===== config.mk =====
export PLATFORM = sky130hd
export DESIGN_NAME = mac_kbd_xact
export DESIGN_NICKNAME = d
export VERILOG_FILES = /design/src/rtl/mac_kbd_xact.sv
export SDC_FILE = /design/constraint.sdc
export NUM_CORES = 1
export LEC_CHECK = 0
export ABC_CLOCK_PERIOD_IN_PS = 4200
export BUFFER_PORTS_ARGS = -buffer_cell sky130_fd_sc_hd__buf_2
export CORE_ASPECT_RATIO = 2
export CORE_MARGIN = 8
export CORE_UTILIZATION = 60
export CTS_BUF_LIST = sky130_fd_sc_hd__clkbuf_16
export DETAILED_ROUTE_END_ITERATION = 8
export PLACE_DENSITY = 0.83
export SETUP_SLACK_MARGIN = 0.4
export SYNTH_ARGS = -nofsm -noshare
export SYNTH_HDL_FRONTEND = slang
export SYNTH_SLANG_ARGS = --single-unit

===== constraint.sdc =====
create_clock -name clk -period 4.2 [get_ports clk]
set_input_delay 0.84 -clock clk [delete_from_list [all_inputs] [get_ports clk]]
set_output_delay 0.84 -clock clk [all_outputs]
set_load 0.02 [all_outputs]

===== src/rtl/mac_kbd_xact.sv =====
// mac_kbd_xact: Mac keyboard transactor with a DEPTH-entry key FIFO.
// Answers Inquiry/Instant/Model/Test commands with paced, registered replies.
// Optional Caps Lock latching is compiled in with MAC_KBD_CAPS_LOCK_EN.
module mac_kbd_xact #(
  parameter int unsigned DEPTH       = 8,
  parameter int unsigned TIMER_W     = 20,
  parameter int unsigned SHORT_TICKS = 4095,
  parameter int unsigned LONG_TICKS  = 1048575,
  parameter logic [7:0]  MODEL_ID    = 8'h03,
  parameter logic [7:0]  TEST_ACK    = 8'h7d
) (
  input  logic                     clk,
  input  logic                     reset,
  input  logic                     ce,
  input  logic                     key_stb,
  input  logic                     key_press,
  input  logic [8:0]               key_code,
  input  logic                     key_is_caps,
  output logic                     capslock,
  input  logic [7:0]               data_out,
  input  logic                     strobe_out,
  output logic [7:0]               data_in,
  output logic                     strobe_in,
  output logic [$clog2(DEPTH):0]   fifo_level,
  output logic                     overflow
);

  localparam int unsigned PW = $clog2(DEPTH);
  localparam int unsigned LW = PW + 1;

  localparam logic [TIMER_W-1:0] SHORT_T = TIMER_W'(SHORT_TICKS);
  localparam logic [TIMER_W-1:0] LONG_T  = TIMER_W'(LONG_TICKS);

  localparam logic [7:0] CMD_INQUIRY = 8'h10;
  localparam logic [7:0] CMD_INSTANT = 8'h14;
  localparam logic [7:0] CMD_MODEL   = 8'h16;
  localparam logic [7:0] CMD_TEST    = 8'h36;
  localparam logic [7:0] NULL_REPLY  = 8'h7b;
  localparam logic [7:0] KEYPAD_PFX  = 8'h79;

  logic [TIMER_W-1:0] timer_q, timer_d;
  logic               inq_q, inq_d;
  logic               inst_q, inst_d;
  logic               model_q, model_d;
  logic               test_q, test_d;
  logic               inq_act_q, inq_act_d;
  logic [8:0]         mem_q [DEPTH];
  logic [8:0]         mem_d [DEPTH];
  logic [PW-1:0]      rd_q, rd_d;
  logic [PW-1:0]      wr_q, wr_d;
  logic [LW-1:0]      level_q, level_d;
  logic               ovf_q, ovf_d;
  logic               caps_q, caps_d;
  logic [7:0]         data_in_q, data_in_d;
  logic               strobe_in_q, strobe_in_d;

  logic               tick_short, tick_long, have_head;
  logic               flush, pop, head_rep, reply, caps_drop, push_ok;
  logic [7:0]         reply_byte;
  logic [8:0]         head, entry;
  logic [LW-1:0]      lvl_base;
  logic [PW-1:0]      wr_base;
  logic               unused_ok;

  assign unused_ok  = ^{key_code[7], key_is_caps};
  assign tick_short = (timer_q == SHORT_T);
  assign tick_long  = (timer_q == LONG_T);
  assign have_head  = (level_q != '0);
  assign head       = mem_q[rd_q];
  assign entry      = {key_code[8], ~key_press, key_code[6:0]};

  assign capslock   = caps_q;
  assign data_in    = data_in_q;
  assign strobe_in  = strobe_in_q;
  assign fifo_level = level_q;
  assign overflow   = ovf_q;

  // Next-state: command latch, pacing timer, reply decision and FIFO update.
  always_comb begin
    timer_d     = timer_q;
    inq_d       = inq_q;
    inst_d      = inst_q;
    model_d     = model_q;
    test_d      = test_q;
    inq_act_d   = inq_act_q;
    mem_d       = mem_q;
    rd_d        = rd_q;
    wr_d        = wr_q;
    level_d     = level_q;
    ovf_d       = ovf_q;
    caps_d      = caps_q;
    data_in_d   = data_in_q;
    strobe_in_d = 1'b0;
    flush       = 1'b0;
    pop         = 1'b0;
    head_rep    = 1'b0;
    reply       = 1'b0;
    reply_byte  = NULL_REPLY;
    caps_drop   = 1'b0;
    push_ok     = 1'b0;
    lvl_base    = level_q;
    wr_base     = wr_q;

    if (ce) begin
`ifdef MAC_KBD_CAPS_LOCK_EN
      // Only the press that turns the latch on and the release while off reach the Mac.
      if (key_stb && key_is_caps) begin
        caps_drop = caps_q;
        if (key_press) begin
          caps_d = ~caps_q;
        end
      end
`else
      caps_d = 1'b0;
`endif

      if (strobe_out) begin
        timer_d   = '0;
        inq_d     = (data_out == CMD_INQUIRY);
        inst_d    = (data_out == CMD_INSTANT);
        model_d   = (data_out == CMD_MODEL);
        test_d    = (data_out == CMD_TEST);
        inq_act_d = 1'b0;
        flush     = (data_out == CMD_MODEL) || (data_out == CMD_TEST);
        if (data_out == CMD_TEST) begin
          ovf_d = 1'b0;
        end
      end else begin
        if (timer_q != LONG_T) begin
          timer_d = timer_q + TIMER_W'(1);
        end
        if (model_q && tick_short) begin
          reply      = 1'b1;
          reply_byte = MODEL_ID;
          model_d    = 1'b0;
        end else if (test_q && tick_short) begin
          reply      = 1'b1;
          reply_byte = TEST_ACK;
          test_d     = 1'b0;
        end else if (inst_q && tick_short) begin
          inst_d = 1'b0;
          if (have_head) begin
            head_rep = 1'b1;
          end else begin
            reply = 1'b1;
          end
        end else if (inq_act_q) begin
          if (have_head) begin
            head_rep  = 1'b1;
            inq_d     = 1'b0;
            inq_act_d = 1'b0;
          end else if (tick_long) begin
            reply     = 1'b1;
            inq_d     = 1'b0;
            inq_act_d = 1'b0;
          end
        end else if (inq_q && tick_short) begin
          inq_act_d = 1'b1;
        end
      end

      // Keypad entries go out as a prefix first; the code byte stays queued.
      if (head_rep) begin
        reply = 1'b1;
        if (head[8]) begin
          reply_byte      = KEYPAD_PFX;
          mem_d[rd_q][8]  = 1'b0;
        end else begin
          reply_byte = head[7:0];
          pop        = 1'b1;
        end
      end

      if (flush) begin
        lvl_base = '0;
        wr_base  = '0;
        rd_d     = '0;
      end else if (pop) begin
        rd_d = rd_q + PW'(1);
      end

      if (key_stb && !caps_drop) begin
        if ((lvl_base < LW'(DEPTH)) || pop) begin
          mem_d[wr_base] = entry;
          push_ok        = 1'b1;
        end else begin
          ovf_d = 1'b1;
        end
      end
      wr_d    = push_ok ? (wr_base + PW'(1)) : wr_base;
      level_d = lvl_base + LW'(push_ok) - LW'(pop);

      if (reply) begin
        data_in_d   = reply_byte;
        strobe_in_d = 1'b1;
      end
    end
  end

  // State registers with asynchronous active-high reset.
  always_ff @(posedge clk or posedge reset) begin
    if (reset) begin
      timer_q     <= '0;
      inq_q       <= 1'b0;
      inst_q      <= 1'b0;
      model_q     <= 1'b0;
      test_q      <= 1'b0;
      inq_act_q   <= 1'b0;
      for (int i = 0; i < int'(DEPTH); i++) begin
        mem_q[i] <= '0;
      end
      rd_q        <= '0;
      wr_q        <= '0;
      level_q     <= '0;
      ovf_q       <= 1'b0;
      caps_q      <= 1'b0;
      data_in_q   <= NULL_REPLY;
      strobe_in_q <= 1'b0;
    end else begin
      timer_q     <= timer_d;
      inq_q       <= inq_d;
      inst_q      <= inst_d;
      model_q     <= model_d;
      test_q      <= test_d;
      inq_act_q   <= inq_act_d;
      mem_q       <= mem_d;
      rd_q        <= rd_d;
      wr_q        <= wr_d;
      level_q     <= level_d;
      ovf_q       <= ovf_d;
      caps_q      <= caps_d;
      data_in_q   <= data_in_d;
      strobe_in_q <= strobe_in_d;
    end
  end

endmodule


# Word-level counts from Yosys, hierarchy flattened
# Index checks and enable logic that the tools add are counted.
classes:
  n_addsub: 5
  n_lt_le_gt_ge: 5
  eq_ne: 10
  muxes: 82
  n_bitwise: 5
  reduce_logical: 24
ops:
  columns: ["cell", "count"]
  rows:
  - ["72-bit two-way mux", 5]
  - ["72-bit bitwise AND", 1]
  - ["72-bit bitwise mux", 1]
  - ["72-bit NOT", 1]
  - ["1-bit two-way mux", 55]
  - ["9-bit demux with 3-bit select", 2]
  - ["20-bit two-way mux", 2]
  - ["9-bit two-way mux", 4]
  - ["9-bit binary-select mux with 3-bit select", 1]
  - ["8-bit by 5-bit == test with 1-bit output (second input constant)", 3]
  - ["20-bit by 1-bit adder with 20-bit output (second input constant)", 1]
  - ["20-bit by 12-bit == test with 1-bit output (second input constant)", 1]
  - ["20-bit == test (second input constant)", 1]
  - ["20-bit != test (second input constant)", 1]
  - ["3-bit two-way mux", 6]
  - ["8-bit two-way mux", 2]
  - ["7-bit two-way mux", 2]
  - ["2-bit nonzero test", 6]
  - ["8-bit by 6-bit == test with 1-bit output (second input constant)", 1]
  - ["4-bit greater-or-equal comparator (second input constant)", 2]
  - ["4-bit by 1-bit less-than comparator with 1-bit output (second input constant)", 2]
  - ["4-bit two-way mux", 2]
  - ["3-bit NOT with 4-bit output", 2]
  - ["2-bit AND reduction", 4]
  - ["13 further kinds", 23]
word_totals:
  regBits: 117
  out_inout_bits: 15
  wordCells: 151

# Logic depth before layout (Yosys ltp)
logic_depth:
  word_depth: 16
  depth_mapped: 16

# Worst setup path before layout
# Ideal clock, no wire load.
synth_timing:
  path_kind: "input -> register"
  startpoint: "input data_out[3]"
  endpoint: "register level_q[3] (netlist: fifo_level[3])"
  setup_time_ps: 130
  t_arrival_ps: 3441
  t_required_ps: 4070
  path_slack_ps: 629
  path_stages: 13
  path_cell_list: "nor4_1 > nand2_1 > nor2_1 > o21a_1 > inv_1 > ha_1 > inv_1 > ha_1 > a21o_1 > a21oi_1 > o31ai_1 > a32oi_1 > o21ai_0"
synth_between:
  elab_chain_len: 13
synth_lines:
  columns: ["element", "line_no", "text"]
  rows:
  - ["start: declaration", "20", "input logic [7:0] data_out,"]
  - ["8-bit by 5-bit == test with 1-bit output or 8-bit by 6-bit == test with 1-bit output (tied branches)", "124", "flush = (data_out == CMD_MODEL) || (data_out == CMD_TEST);"]
  - ["1-bit logical OR *", "124", null]
  - ["1-bit two-way mux *", "117", "if (strobe_out) begin"]
  - ["1-bit two-way mux *", "104", "if (ce) begin"]
  - ["4-bit two-way mux *", "174", "if (flush) begin"]
  - ["4-bit two-way mux *", "104", null]
  - ["4-bit less-than comparator", "183", "if ((lvl_base < LW'(DEPTH)) || pop) begin"]
  - ["1-bit logical OR", "183", null]
  - ["1-bit two-way mux", "183", null]
  - ["1-bit two-way mux", "182", "if (key_stb && !caps_drop) begin"]
  - ["1-bit two-way mux", "104", null]
  - ["4-bit by 1-bit adder with 4-bit output *", "191", "level_d = lvl_base + LW'(push_ok) - LW'(pop);"]
  - ["4-bit by 1-bit subtractor with 4-bit output *", "191", null]
  - ["end signal: assignment", "229", "level_q <= level_d;"]
  - ["end: declaration", "51", "logic [LW-1:0] level_q, level_d;"]
# Mark *: on every way between the ends. The rest lies on a longest branch, timed or not. The select of a mux whose other input is x is not followed.
# A chain may end at the register's enable or synchronous reset.

# Worst setup path in the final report
layout_timing:
  startpoint: "register level_q[3] (netlist: fifo_level[3])"
  endpoint: "register level_q[3] (netlist: fifo_level[3])"
layout_between:
  elab_chain_len: 16
layout_lines:
  columns: ["element", "line_no", "text"]
  rows:
  - ["4-bit nonzero test", "68", "assign have_head = (level_q != '0);"]
  - ["1-bit two-way mux", "142, 148", null]
  - ["1-bit two-way mux", "147", "end else if (inq_act_q) begin"]
  - ["1-bit two-way mux", "140", "end else if (inst_q && tick_short) begin"]
  - ["1-bit two-way mux", "136", "end else if (test_q && tick_short) begin"]
  - ["1-bit two-way mux", "132", "if (model_q && tick_short) begin"]
  - ["1-bit two-way mux", "117", null]
  - ["1-bit two-way mux", "104", null]
  - ["1-bit two-way mux", "163", "if (head_rep) begin"]
  - ["1-bit two-way mux", "104", null]
  - ["1-bit logical OR", "183", null]
  - ["1-bit two-way mux", "183", null]
  - ["1-bit two-way mux", "182", null]
  - ["1-bit two-way mux", "104", null]
  - ["4-bit by 1-bit adder with 4-bit output", "191", null]
  - ["4-bit by 1-bit subtractor with 4-bit output *", "191", null]
# Marks and branches as above.

==> out/metrics.yaml <==
grt:
  grt_pass1_vias: 5219
  grt_usage_pct: 23.86
  grt-ovfl-total: 0
  antenna_found_initial: 0
  grt_pass1_wl_mm: 25.54
  grt_start_max_net_pins: 76
timing:
  fin_ws_ps: 683.1
  fin_crit_sh_pct: 83.73
  hold_violations: 0
  finalSetupViolCount: 0
  maxSlewViolCount: 0
  tightest_slew_ps: 984.4
  setup-tns-final_ps: 0
  slew_headroom_pct: 33.77
  fin_skew_ps: 8.454
  rsz0062_at_grt: "false"
  period_needed_ps: 3517
  timing.fmax_mhz: 284.3
layout:
  area_growth_pct: 16.70
  drive_above_1_share_pct: 30.18
  antenna_cells: 0
  finish.utilization_pct: 71.38
  fin_cells: 748
  final_cell_mix: "dfrtp_1, mux2_2, nand2_1, nor2_1, buf_2"
  final_common_cell: "dfrtp_1"
  fin_nets: 632
  fill_cells: 724
critical_path:
  crit_arrival_ps: 3800
  cp.required_ps: 4490
  crit_path_end_kind: "flip-flop"
  worst-setup-path-type: "flip-flop to flip-flop"
  crit_chain: "nor4_1 > a311o_1 > o31ai_4 > o21a_2 > inv_1 > ha_1 > inv_1 > ha_1 > a21o_1 > a21oi_2 > o31ai_1 > a32oi_1 > o21ai_0"
  slowest_delay_ps: 790
  path_max_fanout: 8
  cp-start-kind: "flip-flop"
  cpMaxStageDelayCell: "nor4_1"
yosys:
  synth_edf_count: 0
  synth_ff_type: "dfrtp_1"
  mappedNetlistArea_um2: 6128
  synth_nets: 585
  yosysSeqAreaShare_pct: 47.90
  yosys_warnings: 0
  ys_seq_elements: 117
  ys_types: 73
  synthCells: 553
  syn_avg_cell_area_um2: 11.08
  async_reset_ff_share_pct: 100.0
floorplan:
  initial_core_util_pct: 61.16
  rows: 52
  core_um2: 10020
  dieArea_um2: 13900
  die_w_um: 87.47
  die_h_um: 158.9
  io-pin-count: 39
route:
  antenna_left: 0
  drt_iter0_drc: 333
  viasPerCell: 6.471
  drc: 0
  first_pass_iters: 5
  wirelength_mm: 15.81
  avgRoutedWirePerCell_um: 21.14
  dr_total_vias: 4840
clock_network:
  cts.htree.levels: 4
  clock_latency_ps: 420
  cts_made_buffers: 17
  path_clk_slew_ps: 60
  clockBufferDepth: 2
  cts-root-buf: "clkbuf_16"
  cts_tree: "done"
  cts.sinks: 117
  postCtsHoldBufs: 0
pwr:
  p_sw_mw: 1.324
  p_leak_nw: 3.253
  p_per_area_nw_per_um2: 606.4
  p_total_mw: 4.337
  p_int_mw: 3.013
  sw_frac_of_total_pct: 30.52
  p_seq_share_pct: 40.2
  peakVddDrop_mv: 0.4968
  p_comb_share_pct: 24.1
  pwr-share-clk_pct: 35.7
place:
  place_hpwl_mm: 10.93
  dp_cells: 714
  place.gp.congestion: 0.8741
  io_buffers: 35
  pre_cts_slack_ps: 548.8
min_path:
  hold_path_class: "flip-flop to flip-flop"
job:
  maxCapViolations: 0
outcome:
  outcome: "complete, no violations"
flip-flops by register name, indices dropped and copies added (netlist names):
signal      cells
data_in         8
fifo_level      4
inq_act_q       1
inq_q           1
inst_q          1
mem_q          72
model_q         1
overflow        1
rd_q            3
strobe_in       1
test_q          1
timer_q        20
wr_q            3
repair_timing:
item / CTS / global route
setup buffers: 0 / 2
gates resized for setup: 0 / 4
hold endpoints to repair: 0 / 0
setup endpoints to repair: 0 / 1
per-layer routing:
| metal | track usage [%] | vias to the layer above | wire length (um) |
|---|---|---|---|
| met5 | 0 | - | 0 |
| met4 | 16.97 | 0 | 835 |
| met3 | 5.688 | 74 | 772 |
| met2 | 41.71 | 211 | 8590 |
| met1 | 23.35 | 2402 | 5611 |
| li1 | - | 2153 | - |
cells by family (layout without fill, tap and decap cells):
| group | after synthesis | count (layout) | synth area share, % |
|---|---|---|---|
| AOI/OAI and AO/OA | 118 | 118 | 14.13 |
| adders and majority gates | 8 | 8 | 1.756 |
| xor gates and xnor gates | 15 | 15 | 2.144 |
| buffers and inverters | 45 | 105 | 3.001 |
| DFF | 117 | 117 | 47.90 |
| muxes | 92 | 92 | 18.09 |
| and+or+nand+nor | 157 | 157 | 12.92 |
| other | 1 | 1 | 0.06119 |
through the flow:
step	hold slack (ps)	area (um^2)
final	478.1	7152
after global routing	495.8	7152
after CTS	474.7	7127
after detailed placement	464.2	6496
after global placement	462.2	6496
after floorplan	447.8	6132
worst max-delay path: cells and delay by family, from the launching register on:
| kind | cells | cell delay, ps |
|---|---|---|
| compound gates | 8 | 1490 |
| simple gates | 1 | 790 |
| flops | 1 | 480 |
| fa+ha+maj | 2 | 470 |
| buf+inv | 2 | 140 |
power groups by stage:
stage	clock network, mW	logic, mW	registers, mW
after floorplan	0	0.795	1.67
after global placement	0	0.965	1.71
after detailed placement	0	1.02	1.74
after CTS	1.56	1.03	1.73
after global routing	1.61	1.14	1.78
final	1.55	1.05	1.74
layout make-up:
cell class | count | area, um^2 | area share [%]
tap | 135 | 168.9 | 2.362
timing repair buffer | 52 | 315.3 | 4.409
sequential | 117 | 2937 | 41.06
multi-input combinational | 391 | 3014 | 42.14
clock buffer | 17 | 425.4 | 5.948
inverter | 21 | 86.33 | 1.207
clock inverter | 15 | 205.2 | 2.869
cells in the mapped netlist (all sizes together) (4+ instances only):
cell type,n,share of area [%]
and2,6,0.61
nand4,6,0.61
mux2i,17,2.8
nor2b,4,0.41
a21oi,24,2.1
nor3,6,0.57
dfrtp,111,45
nor2,37,2.3
ha,7,1.4
o21ai,23,2.2
a32oi,9,1.3
xor2,13,1.9
nand3,16,1.3
o31ai,11,1.6
inv,18,1.1
a221oi,8,1.2
mux4,6,2.2
and3,4,0.41
mux2,69,13
dfstp,6,2.6
clkbuf,16,0.98
nor4,6,0.86
buf,8,0.73
a31oi,12,1.3
nand2,52,3.3
path summary, 6_finish.rpt:
kind / start / to / slack, ps / depth (start not counted)
max: fifo_level[3] / fifo_level[3] / 680 / 13
min reg2reg: data_in[1] / data_in[1] / 480 / 2
max in group asynchronous: reset / data_in[3] / 2670 / 3
max reg2reg: fifo_level[3] / fifo_level[3] / 680 / 13
min in group asynchronous: reset / fifo_level[3] / 620 / 2
min: data_in[1] / data_in[1] / 480 / 2
No activity file was read; power rests on OpenSTA's default activity.
